$ cat config.mk
export PLATFORM = sky130hd
export DESIGN_NAME = pipeline_hazard_ctrl
export DESIGN_NICKNAME = d
export VERILOG_FILES = /design/src/rtl/pipeline_hazard_ctrl_pkg.sv /design/src/rtl/pipeline_hazard_ctrl_hazard_detect.sv /design/src/rtl/pipeline_hazard_ctrl.sv
export SDC_FILE = /design/constraint.sdc
export NUM_CORES = 1
export LEC_CHECK = 0
export ABC_CLOCK_PERIOD_IN_PS = 3000
export BUFFER_PORTS_ARGS = -buffer_cell sky130_fd_sc_hd__buf_2
export CAP_MARGIN = 25
export CORE_ASPECT_RATIO = 0.7
export CORE_UTILIZATION = 38
export CTS_CLUSTER_SIZE = 28
export DETAILED_ROUTE_END_ITERATION = 10
export HOLD_SLACK_MARGIN = 0.12
export PLACE_DENSITY = 0.72
export SYNTH_ARGS = -nofsm -noshare
export SYNTH_HDL_FRONTEND = slang
export SYNTH_SLANG_ARGS = --single-unit
$ cat constraint.sdc
create_clock -name clk -period 3 [get_ports clk]
set_clock_uncertainty 0.1 [all_clocks]
set_input_delay 0.3 -clock clk [delete_from_list [all_inputs] [get_ports clk]]
set_output_delay 0.3 -clock clk [all_outputs]
set_load 0.03 [all_outputs]
$ cat src/rtl/pipeline_hazard_ctrl_pkg.sv
// Shared types and constants for the pipeline stall/flush sequencer.
package pipeline_hazard_ctrl_pkg;

   typedef enum logic [1:0] {
      StRun     = 2'd0,
      StMemWait = 2'd1,
      StErr     = 2'd2
   } state_e;

   localparam logic [4:0] RegX0 = 5'd0;

endpackage

$ cat src/rtl/pipeline_hazard_ctrl_hazard_detect.sv
// Load-use hazard compare: a load in EX whose destination is read by ID.
module pipeline_hazard_ctrl_hazard_detect
   import pipeline_hazard_ctrl_pkg::*;
(
   input  logic       ex_mem_read,
   input  logic [4:0] ex_rd,
   input  logic [4:0] id_rs1,
   input  logic [4:0] id_rs2,
   output logic       load_use
);

   // x0 is hardwired to zero, so a load targeting it never creates a dependency.
   assign load_use = ex_mem_read && (ex_rd != RegX0) &&
                     ((ex_rd == id_rs1) || (ex_rd == id_rs2));

endmodule

$ cat src/rtl/pipeline_hazard_ctrl.sv
// Stall/flush sequencer for the 5-stage pipeline: load-use, taken branch,
// multi-cycle data-memory waits with timeout, and a saturating stall counter.
module pipeline_hazard_ctrl
   import pipeline_hazard_ctrl_pkg::*;
#(
   parameter int unsigned TIMEOUT = 16,
   parameter int unsigned CNT_W   = 32
) (
   input  logic             clk,
   input  logic             rst,
   input  logic [4:0]       ID_rs1Reg,
   input  logic [4:0]       ID_rs2Reg,
   input  logic             EX_MemRead,
   input  logic [4:0]       EX_rdReg,
   input  logic             EX_BranchTaken,
   input  logic             MEM_MemRead,
   input  logic             MEM_MemWrite,
   input  logic             dmem_ready,
   output logic             dmem_req,
   output logic             PC_Write,
   output logic             IF_ID_Write,
   output logic             IF_ID_Flush,
   output logic             ID_EX_Write,
   output logic             ID_EX_Flush,
   output logic             EX_MEM_Write,
   output logic             WB_Bubble,
   output logic             mem_err,
   output logic [CNT_W-1:0] stall_cycles
);

   localparam int unsigned WaitW = $clog2(TIMEOUT) + 1;
   localparam logic [WaitW-1:0] WaitLast = WaitW'(TIMEOUT - 1);
   localparam logic [WaitW-1:0] WaitOne  = {{(WaitW-1){1'b0}}, 1'b1};
   localparam logic [CNT_W-1:0] CntOne   = {{(CNT_W-1){1'b0}}, 1'b1};

   state_e             state_q, state_d;
   logic [WaitW-1:0]   wait_cnt_q, wait_cnt_d;
   logic [CNT_W-1:0]   stall_q, stall_d;
   logic               mem_err_q, mem_err_d;
   logic               mem_acc, memstall, load_use, stall_inc;

   pipeline_hazard_ctrl_hazard_detect u_hazard_detect (
      .ex_mem_read (EX_MemRead),
      .ex_rd       (EX_rdReg),
      .id_rs1      (ID_rs1Reg),
      .id_rs2      (ID_rs2Reg),
      .load_use    (load_use)
   );

   assign mem_acc  = MEM_MemRead | MEM_MemWrite;
   assign memstall = mem_acc & ~dmem_ready & (state_q != StErr);

   // Memory stall dominates; a pending branch or load-use waits until release.
   always_comb begin
      dmem_req     = 1'b0;
      PC_Write     = 1'b1;
      IF_ID_Write  = 1'b1;
      IF_ID_Flush  = 1'b0;
      ID_EX_Write  = 1'b1;
      ID_EX_Flush  = 1'b0;
      EX_MEM_Write = 1'b1;
      WB_Bubble    = 1'b0;
      if (rst) begin
         {PC_Write, IF_ID_Write, ID_EX_Write, EX_MEM_Write} = 4'b0000;
         {IF_ID_Flush, ID_EX_Flush, WB_Bubble}              = 3'b111;
      end else if (state_q == StErr) begin
         {PC_Write, IF_ID_Write, ID_EX_Write, EX_MEM_Write} = 4'b0000;
         WB_Bubble = 1'b1;
      end else begin
         dmem_req = mem_acc;
         if (memstall) begin
            {PC_Write, IF_ID_Write, ID_EX_Write, EX_MEM_Write} = 4'b0000;
            WB_Bubble = 1'b1;
         end else if (EX_BranchTaken) begin
            IF_ID_Flush = 1'b1;
            ID_EX_Flush = 1'b1;
         end else if (load_use) begin
            PC_Write    = 1'b0;
            IF_ID_Write = 1'b0;
            ID_EX_Flush = 1'b1;
         end
      end
   end

   always_comb begin
      state_d    = state_q;
      wait_cnt_d = wait_cnt_q;
      mem_err_d  = mem_err_q;
      case (state_q)
         StRun: begin
            if (memstall) begin
               state_d    = StMemWait;
               wait_cnt_d = WaitOne;
            end
         end
         StMemWait: begin
            // A dropped request is treated like completion.
            if (!memstall) begin
               state_d    = StRun;
               wait_cnt_d = '0;
            end else if (wait_cnt_q == WaitLast) begin
               state_d   = StErr;
               mem_err_d = 1'b1;
            end else begin
               wait_cnt_d = wait_cnt_q + WaitOne;
            end
         end
         StErr: ;
         default: begin
            state_d    = StRun;
            wait_cnt_d = '0;
         end
      endcase
   end

   assign stall_inc = ~PC_Write & (state_q != StErr);
   assign stall_d   = (stall_inc && (stall_q != {CNT_W{1'b1}})) ? stall_q + CntOne : stall_q;

   always_ff @(posedge clk) begin
      if (rst) begin
         state_q    <= StRun;
         wait_cnt_q <= '0;
         stall_q    <= '0;
         mem_err_q  <= 1'b0;
      end else begin
         state_q    <= state_d;
         wait_cnt_q <= wait_cnt_d;
         stall_q    <= stall_d;
         mem_err_q  <= mem_err_d;
      end
   end

   assign mem_err      = mem_err_q;
   assign stall_cycles = stall_q;

endmodule

* After elaboration in Yosys (flattened, before gate mapping) *
Cells that the tools add are included.

storage, ports and cells
  register bits after elaboration = 40
  bits in latches = 0
  bits in writable memories = 0
  memory bits (read-only) = 0
  bits of input ports = 22
  output and inout bits = 41
  logic and storage cells = 62
  memories = 0

cells by class
  add/sub/neg operators = 2
  $mul = 0
  div/mod/pow operators = 0
  magnitude comparators = 0
  equality and inequality tests = 10
  shift-type cells = 0
  mux-type cells = 30
  bitwise logic cells = 7
  reduce and logical (&&, ||, !) cells = 9

operators by type and width
  cell                                           number
  adder 32 x 1 -> 32 bit, second input constant  1
  != test 32 bit, second input constant          1
  2-to-1 mux 1 bit                               22
  2-to-1 mux 5 bit                               3
  case mux 5 bit (3 select lines)                1
  == test 5 bit                                  2
  AND reduction 3 bit                            3
  2-to-1 mux 2 bit                               3
  != test 3 bit, second input constant           2
  case mux 2 bit (3 select lines)                1
  adder 5 x 1 -> 5 bit, second input constant    1
  == test 5 x 4 -> 1 bit, second input constant  1
  nonzero test 5 bit                             1
  != test 2 bit, second input constant           2
  AND 1 bit                                      3
  logical AND 1 bit                              3
  inverter 1 bit                                 3
  == test 2 x 1 -> 1 bit, second input constant  1
  == test 2 bit, second input constant           1
  zero test 2 bit                                1
  logical OR 1 bit                               1
  bitwise OR 1 bit                               1

* Logic depth before layout (Yosys ltp) *
  word-level depth = 11
  gate-level depth with buffers = 9
  depth with buffers taken out = 8

* Hierarchy *
A second synthesis with hierarchy kept.

unflattened totals
  cells, all modules = 282
  area, all modules = 2262.2 µm²

by module, submodules not included
  module                              instances  cells each  area an instance (µm²)  seq. area each (µm²)
  pipeline_hazard_ctrl                1          265         2137.0                  800.8
  pipeline_hazard_ctrl_hazard_detect  1          17          125.1                   0.0

* Worst setup path before layout *
No wires, ideal clock.

  path type = reg2out
  start point = register state_q[0]
  end point = output port PC_Write
  data arrival time = 2.234 ns
  required time = 2.600 ns
  path slack = 0.366 ns
  cell stages (with the launch flop) = 8
  path buffers = 2
  path through = dfxtp_1 > buf_4 > nand2b_1 > o21ai_0 > nor2_1 > inv_1 > nor2_1 > buf_4

between the ends
  cells in the longest elaborated chain, start to end = 5
  elaborated cells between the ends (all ways) = 6
  classes of those cells = eq/ne: 2; mux: 3; bitwise: 1

RTL lines
  what                               RTL line                     text
  from (decl)                        pipeline_hazard_ctrl.sv:36   state_e state_q, state_d;
  from (signal assigned)             pipeline_hazard_ctrl.sv:121  state_q <= StRun;
  from (signal assigned)             pipeline_hazard_ctrl.sv:126  state_q <= state_d;
  != test 2 bit                      pipeline_hazard_ctrl.sv:51   assign memstall = mem_acc & ~dmem_ready & (state_q != StErr);
  AND 1 bit                          pipeline_hazard_ctrl.sv:51
  2-to-1 mux 1 bit                   n/a
  2-to-1 mux 1 bit (*) (2 in a row)  n/a
  to (decl)                          pipeline_hazard_ctrl.sv:20   output logic PC_Write,

Every way passes the cells marked *; elsewhere a longest branch is shown, timed or not.

* Worst setup path in the final report *
  start point = register stall_q[0], in the netlist stall_cycles[0]
  end point = register stall_q[1], in the netlist stall_cycles[1]

between the ends
  cells in the longest elaborated chain, start to end = 2
  elaborated cells between the ends (all ways) = 3
  classes of those cells = add/sub: 1; eq/ne: 1; reduce/logical: 1

RTL lines
  what                                                                            RTL line                     text
  from (decl)                                                                     pipeline_hazard_ctrl.sv:38   logic [CNT_W-1:0] stall_q, stall_d;
  from (signal assigned)                                                          pipeline_hazard_ctrl.sv:128  stall_q <= stall_d;
  parallel branches: the longest is 2 deep, another holds adder 32 x 1 -> 32 bit  n/a

Parallel ways; which one is timed is not known.
A chain may end at the register's enable or synchronous reset.

==> metrics <==
DP Area=2700 sq um; DR DRC count=0; async set-reset flop share out of synthesis=0%; Data required, critical path=3070 ps; Tot Pwr=1.13 mW; Critical path buffers and inverters=1; Synth Area in XOR/XNOR=4.09%; wirelength, routed=5670 um; min Tclk post-route=2550 ps; CTS tree=built; I/O Pins=63; detailed-route via count=2308; GR Overflow Total=0; PwrDens=402 nW/um^2; post-synthesis compound-gate area fraction=19.7%; largest family of logic cells by synthesized area=simple AND/OR/NAND/NOR gates; Crit path max-delay family=simple AND/OR/NAND/NOR gates; slowest stage delay, CP=410 ps; Synth top area share=34.0%; commonest non-fill, non-tap cell in the layout=buf_2; Synth area leader=dfxtp_1; Die Height=67.9 um; Layout Cells excl Fill=417; first-pass GRT wire length=9670 um; drt first pass iters=4; max-cap viol count=0; Post-synth EDFFs=0; Peak VDD IR=0.185 mV; status=complete, no violations; post-synthesis net count=309; most frequent cells in the layout=62 x buf_2, 40 x dfxtp_1, 30 x a21oi_1, 24 x nor2_1, 20 x nand2_1; gr usage total=19.0%; mapped cell area=2350 sq um; n_diodes=0; count of final max-slew check failures=0; Initial Utilization=40.3%; RSZ-0062 raised after global routing=no; achievable frequency=392 MHz; Yosys Warn Count=0; Rows=23; # fillers=591; die area=6520 sq um; Tcrit/Tclk final=85.1%; # resized after CTS=0; routability cong.=0.735; Critical Path, Cell by Cell=ha_1 > nand3_1 > nor4_4 > nand3_4 > nand3_2 > buf_4 > mux2i_1 > nor2_1; Post-Synth Simple-Gate Area=33.2%; Pleak=1.13 nW; Sink Count=40; final design area excluding fillers=2800 sq um; cts hold-fix bufs=0; IO Port Bufs=62; ratio of cells with drive above 1 in the final layout=27.5%; crit path kind=flip-flop to flip-flop; core area=5840 sq um; CTS max path bufs=2; DRT iter0 DRCs=138; Final Hold Fails=0; initial antenna violation count=0; Max FO, Critical Path=32; slowest stage cell, crit path=nor4_4; Yosys cell types=61; relative max-transition margin=55.1%; vias in the first global route=2100; actual slew at the worst max-slew pin=668 ps; H-tree depth=2; CTS Buf Count=5; adder-cell area share of the yosys netlist=1.59%; average size of a mapped cell=8.29 sq um; Die X=96.1 um; largest cells by area after synthesis=dfxtp_1 34%, a21oi_1 6.4%, or4_1 4.5%, nor2_1 3.8%, o31ai_1 3.8%; setup-violating endpoint count in the final report=0; Crit. End Element=flip-flop; Yosys reg bits=40; synth-to-layout area growth=19.0%; min-delay worst type=input port to flip-flop; Post-Place Cells=409; top_reg_cell synth=dfxtp_1; portion of netlist area occupied by mux cells=2.66%; pin count of the biggest net entering global routing=50; Worst Path Arrival=2620 ps; clk root buf=clkbuf_8; NumNets Final=366; Post-Synthesis Cells=284; part of the Yosys area used for sequential elements=34.0%; Clk Latency, worst-skew pair=290 ps; setup repair bufs after CTS=0; antenna-violating nets left=0; crit path launch type=flip-flop; CTS clk-pin slew, worst paths=80 ps; via-per-instance ratio=5.53; Wirelength per Cell=13.6 um; Sum Neg Setup Slack=0 ps; Final HPWL DP=4090 um; Hold Slack=303 ps
[tightest hold or removal path: stages]
cell	delay (ps)
buf_2	90
nor3_1	100
and2_1	150
[path summary, 6_finish.rpt]
| kind | slack [ps] | depth (start not counted) | end | start |
|---|---|---|---|---|
| setup / recovery | 450 | 8 | stall_cycles[1] | stall_cycles[0] |
| hold / removal | 300 | 3 | state_q[0] | dmem_ready |
| setup reg to reg | 450 | 8 | stall_cycles[1] | stall_cycles[0] |
| hold reg to reg | 360 | 2 | mem_err | mem_err |
[area by class of cell]
type                    count  area, sq um  share of cell area [%]
clock buffers               6         72.6                    2.59
repair buffers             65          333                    11.9
inverters                   7         26.3                   0.937
multi-input cells         222         1440                    51.4
clock inverters             2         35.0                    1.25
well taps                  75         93.8                    3.35
flip-flops and latches     40          801                    28.6
[routing by layer]
layer / GRT usage, % / routed length, um / vias up
li1: - / - / 1173
met1: 26.7 / 2900 / 1077
met2: 30.1 / 2470 / 53
met3: 4.11 / 278 / 5
met4: 3.92 / 25 / 0
met5: 0 / 0 / -
[synthesized netlist by cell type, drive strengths merged, types with 2 or more instances]
master  count
a21oi      30
a22oi       2
a41o        2
and2        4
and3       11
and4        4
buf         8
clkbuf      7
dfxtp      40
ha          3
inv         7
mux2        4
nand2      20
nand2b      2
nand3      16
nand4       6
nor2       24
nor2b       7
nor3        5
nor4        2
o21ai      16
o31ai      12
or2         2
or3        10
or4        14
xnor2      10
[flip-flops by register name, summed over array words and instances, names as in the netlist]
| signal | cells |
|---|---|
| stall_cycles | 32 |
| mem_err | 1 |
| wait_cnt_q | 5 |
| state_q | 2 |
[cells by family after synthesis]
family,count (synthesis)
adders and majority gates,3
and+or+nand+nor,129
muxes,5
xor gates and xnor gates,11
buffers and inverters,22
DFF,40
AOI/OAI and AO/OA,74
[per-stage QoR]
step                setup WS, ps  utilization [%]
floorplan                    366                -
global placement             549             46.1
detailed placement           447             46.1
CTS                          424             48.0
global route                 209             48.0
finish                       446             48.0
[power breakdown]
part           switching [mW]  total (mW)  internal, mW
clock                   0.189       0.436         0.247
sequential            0.00936       0.547         0.537
combinational          0.0909       0.143        0.0522
total                   0.290        1.13         0.837
Power figures use the tool's default switching activity.
